[src/rtl/rps_reveal_mux.sv]
// rtl/rps_reveal_mux.sv - debounced dual-GO hand latch with multiplexed active-low 7-segment reveal
// Optional feature macro: RPS_WINNER_EN (shows the round outcome on the last digit)
module rps_reveal_mux #(
    parameter int NUM_PLAYERS  = 2,
    parameter int NUM_DIGITS   = 4,
    parameter int REFRESH_DIV  = 50000,
    parameter int DEBOUNCE_CYC = 500000,
    parameter int REVEAL_CYC   = 100000000
) (
    input  logic                     clk,
    input  logic                     rst_n,
    input  logic [2*NUM_PLAYERS-1:0] hand,
    input  logic                     go1,
    input  logic                     go2,
    output logic [7:0]               sseg,
    output logic [NUM_DIGITS-1:0]    an,
    output logic                     disp
);

    localparam int DBW = (DEBOUNCE_CYC > 1) ? $clog2(DEBOUNCE_CYC) : 1;
    localparam int DVW = (REFRESH_DIV  > 1) ? $clog2(REFRESH_DIV)  : 1;
    localparam int IW  = (NUM_DIGITS   > 1) ? $clog2(NUM_DIGITS)   : 1;
    localparam int TW  = (REVEAL_CYC   > 1) ? $clog2(REVEAL_CYC)   : 1;

    localparam logic [DBW-1:0] DB_LAST     = DBW'(DEBOUNCE_CYC - 1);
    localparam logic [DVW-1:0] DIV_LAST    = DVW'(REFRESH_DIV - 1);
    localparam logic [IW-1:0]  IDX_LAST    = IW'(NUM_DIGITS - 1);
    localparam logic [TW-1:0]  REVEAL_LOAD = TW'(REVEAL_CYC - 1);

    localparam logic [7:0] SEG_ROCK     = 8'b10101111;
    localparam logic [7:0] SEG_PAPER    = 8'b10001100;
    localparam logic [7:0] SEG_SCISSORS = 8'b10010010;
    localparam logic [7:0] SEG_BLANK    = 8'b11111111;
    localparam logic [7:0] SEG_DASH     = 8'b10111111;

    typedef enum logic [1:0] {IDLE, REVEAL, WAIT_REL} state_t;

    function automatic logic [7:0] hand_seg(input logic [1:0] h);
        case (h)
            2'b00:   hand_seg = SEG_ROCK;
            2'b01:   hand_seg = SEG_PAPER;
            2'b10:   hand_seg = SEG_SCISSORS;
            default: hand_seg = SEG_BLANK;
        endcase
    endfunction

    logic [1:0]          go_raw;
    logic [1:0]          sync1, sync2, db;
    logic [1:0][DBW-1:0] db_cnt;
    logic                go_both, go_both_q, go_rise;
    logic                hands_valid;
    state_t              state;
    logic [TW-1:0]       timer;
    logic [2*NUM_PLAYERS-1:0] latched;
    logic [DVW-1:0]      div;
    logic [IW-1:0]       idx;
    logic [NUM_DIGITS-1:0] an_next;
    logic [7:0]          seg_next;

    assign go_raw  = {go2, go1};
    assign go_both = db[0] & db[1];
    assign go_rise = go_both & ~go_both_q;

    // Synchronise both buttons and accept a new level only after it has held steady
    always_ff @(posedge clk or negedge rst_n) begin
        if (!rst_n) begin
            sync1  <= '0;
            sync2  <= '0;
            db     <= '0;
            db_cnt <= '0;
        end else begin
            sync1 <= go_raw;
            sync2 <= sync1;
            for (int b = 0; b < 2; b++) begin
                if (sync2[b] == db[b]) begin
                    db_cnt[b] <= '0;
                end else if (db_cnt[b] == DB_LAST) begin
                    db[b]     <= sync2[b];
                    db_cnt[b] <= '0;
                end else begin
                    db_cnt[b] <= db_cnt[b] + DBW'(1);
                end
            end
        end
    end

    // A round may only start when every player has picked a real shape
    always_comb begin
        hands_valid = 1'b1;
        for (int p = 0; p < NUM_PLAYERS; p++) begin
            if (hand[2*p +: 2] == 2'b11) hands_valid = 1'b0;
        end
    end

`ifdef RPS_WINNER_EN
    logic [7:0] win_seg, win_next;

    // Outcome from the set of shapes present: exactly two distinct shapes give a winner
    always_comb begin
        logic has_r, has_p, has_s;
        has_r = 1'b0;
        has_p = 1'b0;
        has_s = 1'b0;
        for (int p = 0; p < NUM_PLAYERS; p++) begin
            if (hand[2*p +: 2] == 2'b00) has_r = 1'b1;
            if (hand[2*p +: 2] == 2'b01) has_p = 1'b1;
            if (hand[2*p +: 2] == 2'b10) has_s = 1'b1;
        end
        if (has_r && has_s && !has_p)      win_next = SEG_ROCK;
        else if (has_s && has_p && !has_r) win_next = SEG_SCISSORS;
        else if (has_p && has_r && !has_s) win_next = SEG_PAPER;
        else                               win_next = SEG_DASH;
    end
`endif

    // Round control: latch on a GO-both edge, hold for the reveal time, then wait for release
    always_ff @(posedge clk or negedge rst_n) begin
        if (!rst_n) begin
            state     <= IDLE;
            timer     <= '0;
            go_both_q <= 1'b0;
            latched   <= '1;
`ifdef RPS_WINNER_EN
            win_seg   <= SEG_BLANK;
`endif
        end else begin
            go_both_q <= go_both;
            case (state)
                IDLE: begin
                    if (go_rise && hands_valid) begin
                        latched <= hand;
                        timer   <= REVEAL_LOAD;
                        state   <= REVEAL;
`ifdef RPS_WINNER_EN
                        win_seg <= win_next;
`endif
                    end
                end
                REVEAL: begin
                    if (timer == '0) state <= WAIT_REL;
                    else             timer <= timer - TW'(1);
                end
                WAIT_REL: begin
                    if (!go_both) state <= IDLE;
                end
                default: state <= IDLE;
            endcase
        end
    end

    // Refresh divider and digit scan, running in every state
    always_ff @(posedge clk or negedge rst_n) begin
        if (!rst_n) begin
            div <= '0;
            idx <= '0;
        end else if (div == DIV_LAST) begin
            div <= '0;
            idx <= (idx == IDX_LAST) ? '0 : idx + IW'(1);
        end else begin
            div <= div + DVW'(1);
        end
    end

    // Anode and segment pattern for the digit currently selected
    always_comb begin
        an_next  = '1;
        seg_next = SEG_BLANK;
        for (int i = 0; i < NUM_DIGITS; i++) begin
            if (idx == IW'(i)) an_next[i] = 1'b0;
        end
        if (state != IDLE) begin
            for (int p = 0; p < NUM_PLAYERS; p++) begin
                if (idx == IW'(p)) seg_next = hand_seg(latched[2*p +: 2]);
            end
`ifdef RPS_WINNER_EN
            if (idx == IDX_LAST) seg_next = win_seg;
`endif
        end
    end

    // Registered outputs so the board pins never see combinational glitches
    always_ff @(posedge clk or negedge rst_n) begin
        if (!rst_n) begin
            sseg <= SEG_BLANK;
            an   <= '1;
            disp <= 1'b1;
        end else begin
            sseg <= seg_next;
            an   <= an_next;
            disp <= (state == IDLE);
        end
    end

endmodule

[config.mk]
export PLATFORM = sky130hd
export DESIGN_NAME = rps_reveal_mux
export DESIGN_NICKNAME = d
export VERILOG_FILES = /design/src/rtl/rps_reveal_mux.sv
export SDC_FILE = /design/constraint.sdc
export NUM_CORES = 1
export LEC_CHECK = 0
export BUFFER_PORTS_ARGS = -buffer_cell sky130_fd_sc_hd__buf_2
export CORE_MARGIN = 2
export CORE_UTILIZATION = 50
export CTS_CLUSTER_DIAMETER = 50
export DETAILED_ROUTE_END_ITERATION = 8
export PLACE_DENSITY_LB_ADDON = 0.25
export REMOVE_ABC_BUFFERS = 1
export SYNTH_ARGS = -nofsm -noshare
export SYNTH_HDL_FRONTEND = slang
export SYNTH_SLANG_ARGS = --single-unit
[constraint.sdc]
create_clock -name clk -period 6.68 [get_ports clk]
set_input_delay 2.004 -clock clk [delete_from_list [all_inputs] [get_ports clk]]
set_output_delay 2.004 -clock clk [all_outputs]
set_load 0.02 [all_outputs]
---- After elaboration in Yosys (flattened, before gate mapping) ----
Cells that the tools add are included.
operators by class
  $add $sub $neg .......................... 5
  equal/unequal tests ..................... 20
  multiplexer cells ....................... 24
  bitwise gates (word level) .............. 5
  reductions and logical operators ........ 13
operator list
  cell                   number
  $mux 19                4
  $mux 27                2
  $pmux 27 s2            1
  $pmux 7 s3             2
  $add 19x1->19 const B  2
  $eq 19x19->1 const B   2
  $logic_not 27->1       1
  $sub 27x1->27 const B  1
  $add 16x1->16 const B  1
  $eq 16x16->1 const B   1
  $mux 16                1
  $mux 8                 2
  $eq 2x2->1 const B     7
  $eq 2x1->1 const B     4
  $logic_not 2->1        4
  $mux 2                 4
  $ne 2x2->1 const B     4
  $mux 7                 1
  $mux 1                 6
  $pmux 2 s3             1
  $reduce_and 2->1       3
  $reduce_and 3->1       2
  $reduce_bool 2->1      2
  $not 1->1              3
  4 further kinds        6
storage, ports and cells
  bits in registers ....................... 109
  input bits .............................. 8
  output and inout bits ................... 13
  word-level logic and storage cells ...... 82

---- Longest topological paths before layout ----
  depth in word-level cells ............... 6
  mapped depth ............................ 8
  gate-level depth less buffers ........... 7

---- Worst setup path before layout ----
OpenSTA, ideal clock, no wires.
  path type ............................... input -> register
  start point ............................. input port hand[0]
  end point ............................... register latched[1]
  library setup time ...................... 0.079 ns
  arrival ................................. 2.920 ns
  required time ........................... 6.601 ns
  slack ................................... 3.682 ns
  cell stages on the path ................. 6
  path buffers ............................ 2
  path through ............................ a21oi_1 -> and3_1 -> clkbuf_1 -> clkbuf_1 -> nand2_1 -> o21ai_0
between the ends
  longest elaborated chain between the ends .. 5
RTL lines
  element                            RTL line  RTL
  start: declaration                 12        input logic [2*NUM_PLAYERS-1:0] hand,
  $eq 2x2->1                         91        if (hand[2*p +: 2] == 2'b11) hands_valid = 1'b0;
  $mux 1 (2 in a row)                91
  $logic_and 1x1->1                  130       if (go_rise && hands_valid) begin
  $reduce_and 2->1 (no source line)  n/a
  end signal: assignment             131       latched <= hand;
  end: declaration                   54        logic [2*NUM_PLAYERS-1:0] latched;
No other way between the ends.
A chain may end at the register's enable or synchronous reset.

---- Worst setup path in the final report ----
  start point ............................. register an[0]
  end point ............................... output port an[0]
RTL lines
  element                   RTL line  RTL
  start: declaration        16        output logic [NUM_DIGITS-1:0] an,
  start signal: assignment  189       an <= an_next;
No word-level cell between the ends.

==> qor.txt <==
Synth area leaders: dfrtp_1 45%, dfstp_2 7.2%, xnor2_1 6.5%
Yosys warnings: 0
post-synth cell types: 53
R2R setup slack: 4.24 ns
Global Route Usage Sum: 18.5%
unrepaired setup endpoints after global routing: false
HP Class: flop to flop
post-synth top area cell: dfrtp_1
initial antenna violation count: 0
Core Region: 9860 um2
Initial Util: 51.9%
Area Overhead vs Synth: 8.02%
P_leak: 2.23 nW
routed wire length: 9190 um
Hold Path End: sync2[0]
Gates resized, CTS repair: 0
critical path arrival: 1.07 ns
cells on worst reg2reg path: 5
crit share post-route: 46.0%
vias in the first global route: 3538
worst skew pair latency: 0.38 ns
GRT overflow: 0
Setup crit end kind: output pin
Sink Count: 106
CP top delay family: flip-flops
complex-gate fraction of the synthesized area: 6.04%
Num CTS Buffers: 9
Tmin final: 3.08 ns
endpoints failing hold: 0
port bufs: 19
Net Switching: 0.239 mW
Peak Freq: 0.325 GHz
WS Path Type: flop to output pin
asr flop ratio synth: 100%
hold_sp: sync1[0]
chip height: 105 um
number of diodes: 0
#FFs+latches synth: 106
postcts setup bufs: 0
Die X: 105 um
MaxCap Viol Count: 0
CP max-delay cell: dfstp_2
top_reg_cell synth: dfrtp_1
synthesized netlist cell count: 505
post-synthesis mux area share: 1.42%
Worst setup SP type: flop
routed vias/inst: 5.38
die footprint: 11100 um2
Post-synth EDFFs: 0
dpl hpwl: 6350 um
DRT iter0 DRCs: 160
Pins Over Slew Limit: 0
first-pass GRT wire length: 16400 um
largest net degree at the start of global routing: 62
Syn Area/Cell: 10.1 um2
Switching Share: 22.0%
xor-xnor portion of the synthesized cell area: 10.4%
hold slack final: 0.356 ns
row cnt: 36
Sequential Power Share: 59.9%
Worst-path clk slew: 0.10 ns
Hold Path Depth: 0
area post-placement: 5330 um2
Longest Clk Path Bufs: 2
combinational share of power: 2.4%
Reg-to-Reg Start: timer[21]
actual slew at the worst max-slew pin: 0.787 ns
CTS Root Cell: clkbuf_8
detailed-route DRC error count: 0
vias: 3545
run status: complete, no violations
Slew headroom: 47.5%
Cell Pwr Density: 196 nW/um2
Peak VDD IR: 0.141 mV
CTS tree: done
crit-path max cell delay: 0.54 ns
largest family of logic cells by synthesized area: simple AND/OR/NAND/NOR gates
mapped cell area: 5120 um2
Buf/Inv on CP: 1
CTS hold repair buffers: 0
GP Congestion: 0.765
Reg-to-Reg End: timer[6]
commonest non-fill, non-tap cell in the layout: dfrtp_1
post-route design area: 5530 um2
I/O pin total: 21
most frequent cells in the layout: 92 x dfrtp_1, 73 x nor2_1, 40 x nand2_1
internal power: 0.846 mW
top cell type's share of synthesized area: 45.0%
final setup vio count: 0
post-synthesis simple-gate area fraction: 23.1%
share of post-route cells with drive strength above 1: 12.4%
critical-path maximum fanout: 1
Clk network pwr share: 37.8%
final antenna-violating net count: 0
cells along the critical path: buf_2
Worst EP required: 4.68 ns
DRT Pass-1 Iters: 4
Max Clock Skew: 0.00844 ns
dpl cells: 643
post-synthesis adder-cell area fraction: 3.91%
setup_tns: 0 ns
number of nets in the layout: 545
wire per inst: 13.9 um
H-tree lvl count: 3
post-synthesis sequential area ratio: 52.2%
Final Non-Filler Cells: 659
[flip-flops by register name, summed over array words and instances (netlist names)]
name / flops
db_cnt: 38
timer: 27
div: 16
sseg: 5
an: 4
latched: 4
db: 2
idx: 2
state: 2
sync1: 2
sync2: 2
disp: 1
go_both_q: 1
[per-stage QoR]
step / setup slack (ns) / total power, mW / util, %
after global routing: 3.49 / 1.13 / 56.1
after global placement: 3.25 / 0.688 / 54.0
after CTS: 3.59 / 1.10 / 56.1
after floorplan: 3.69 / 0.670 / -
after detailed placement: 3.20 / 0.689 / 54.0
final: 3.60 / 1.08 / 56.1
[routing by layer]
metal | track usage [%] | up-vias | wire [um]
li1 | - | 1770 | -
met1 | 25.7 | 1708 | 4570
met2 | 27.5 | 53 | 4140
met3 | 5.49 | 14 | 316
met4 | 6.19 | 0 | 163
met5 | 0 | - | 0
[cell type report]
type                       instances  area [um2]
clock inverter                     4        48.8
fill                             875        4330
tap                              133         166
multi-input combinational        363        2300
inverter                          20        75.1
sequential                       106        2670
clock buffer                      12         155
timing repair buffer              21         113
[cells in the mapped netlist (4+ instances only)]
| library cell | n |
|---|---|
| a211oi_1 | 6 |
| a21oi_1 | 8 |
| and3_1 | 4 |
| and4_1 | 5 |
| clkbuf_1 | 10 |
| dfrtp_1 | 92 |
| dfstp_2 | 14 |
| ha_1 | 16 |
| inv_1 | 20 |
| mux2i_1 | 5 |
| nand2_1 | 40 |
| nand3_1 | 29 |
| nand4_1 | 19 |
| nor2_1 | 73 |
| nor2b_1 | 6 |
| nor3_1 | 17 |
| nor4_1 | 9 |
| o21ai_0 | 10 |
| or2_2 | 5 |
| or3_1 | 5 |
| or4_1 | 4 |
| xnor2_1 | 38 |
| xor2_1 | 23 |
[worst max path at each step]
stage	endpoint	cells after the start	from
floorplan	timer[19]	4	hand[0]
global placement	timer[19]	5	hand[0]
detailed placement	timer[19]	5	hand[0]
CTS	an[0]	1	an[0]
global route	timer[19]	5	hand[0]
finish	an[0]	1	an[0]
[power groups by stage]
stage	clock network [mW]	logic [mW]	registers [mW]
2_1_floorplan	0	0.00896	0.661
3_3_place_gp	0	0.0264	0.661
3_5_place_dp	0	0.0269	0.662
4_1_cts	0.424	0.0270	0.649
5_1_grt	0.452	0.0308	0.650
6_report	0.409	0.0257	0.649
[kinds of logic after synthesis]
family                     Yosys count
and+or+nand+nor                    233
DFF                                106
xor gates and xnor gates            61
AOI/OAI and AO/OA                   45
buffers and inverters               36
adders and majority gates           16
muxes                                7
other                                1
Power figures use the tool's default switching activity.
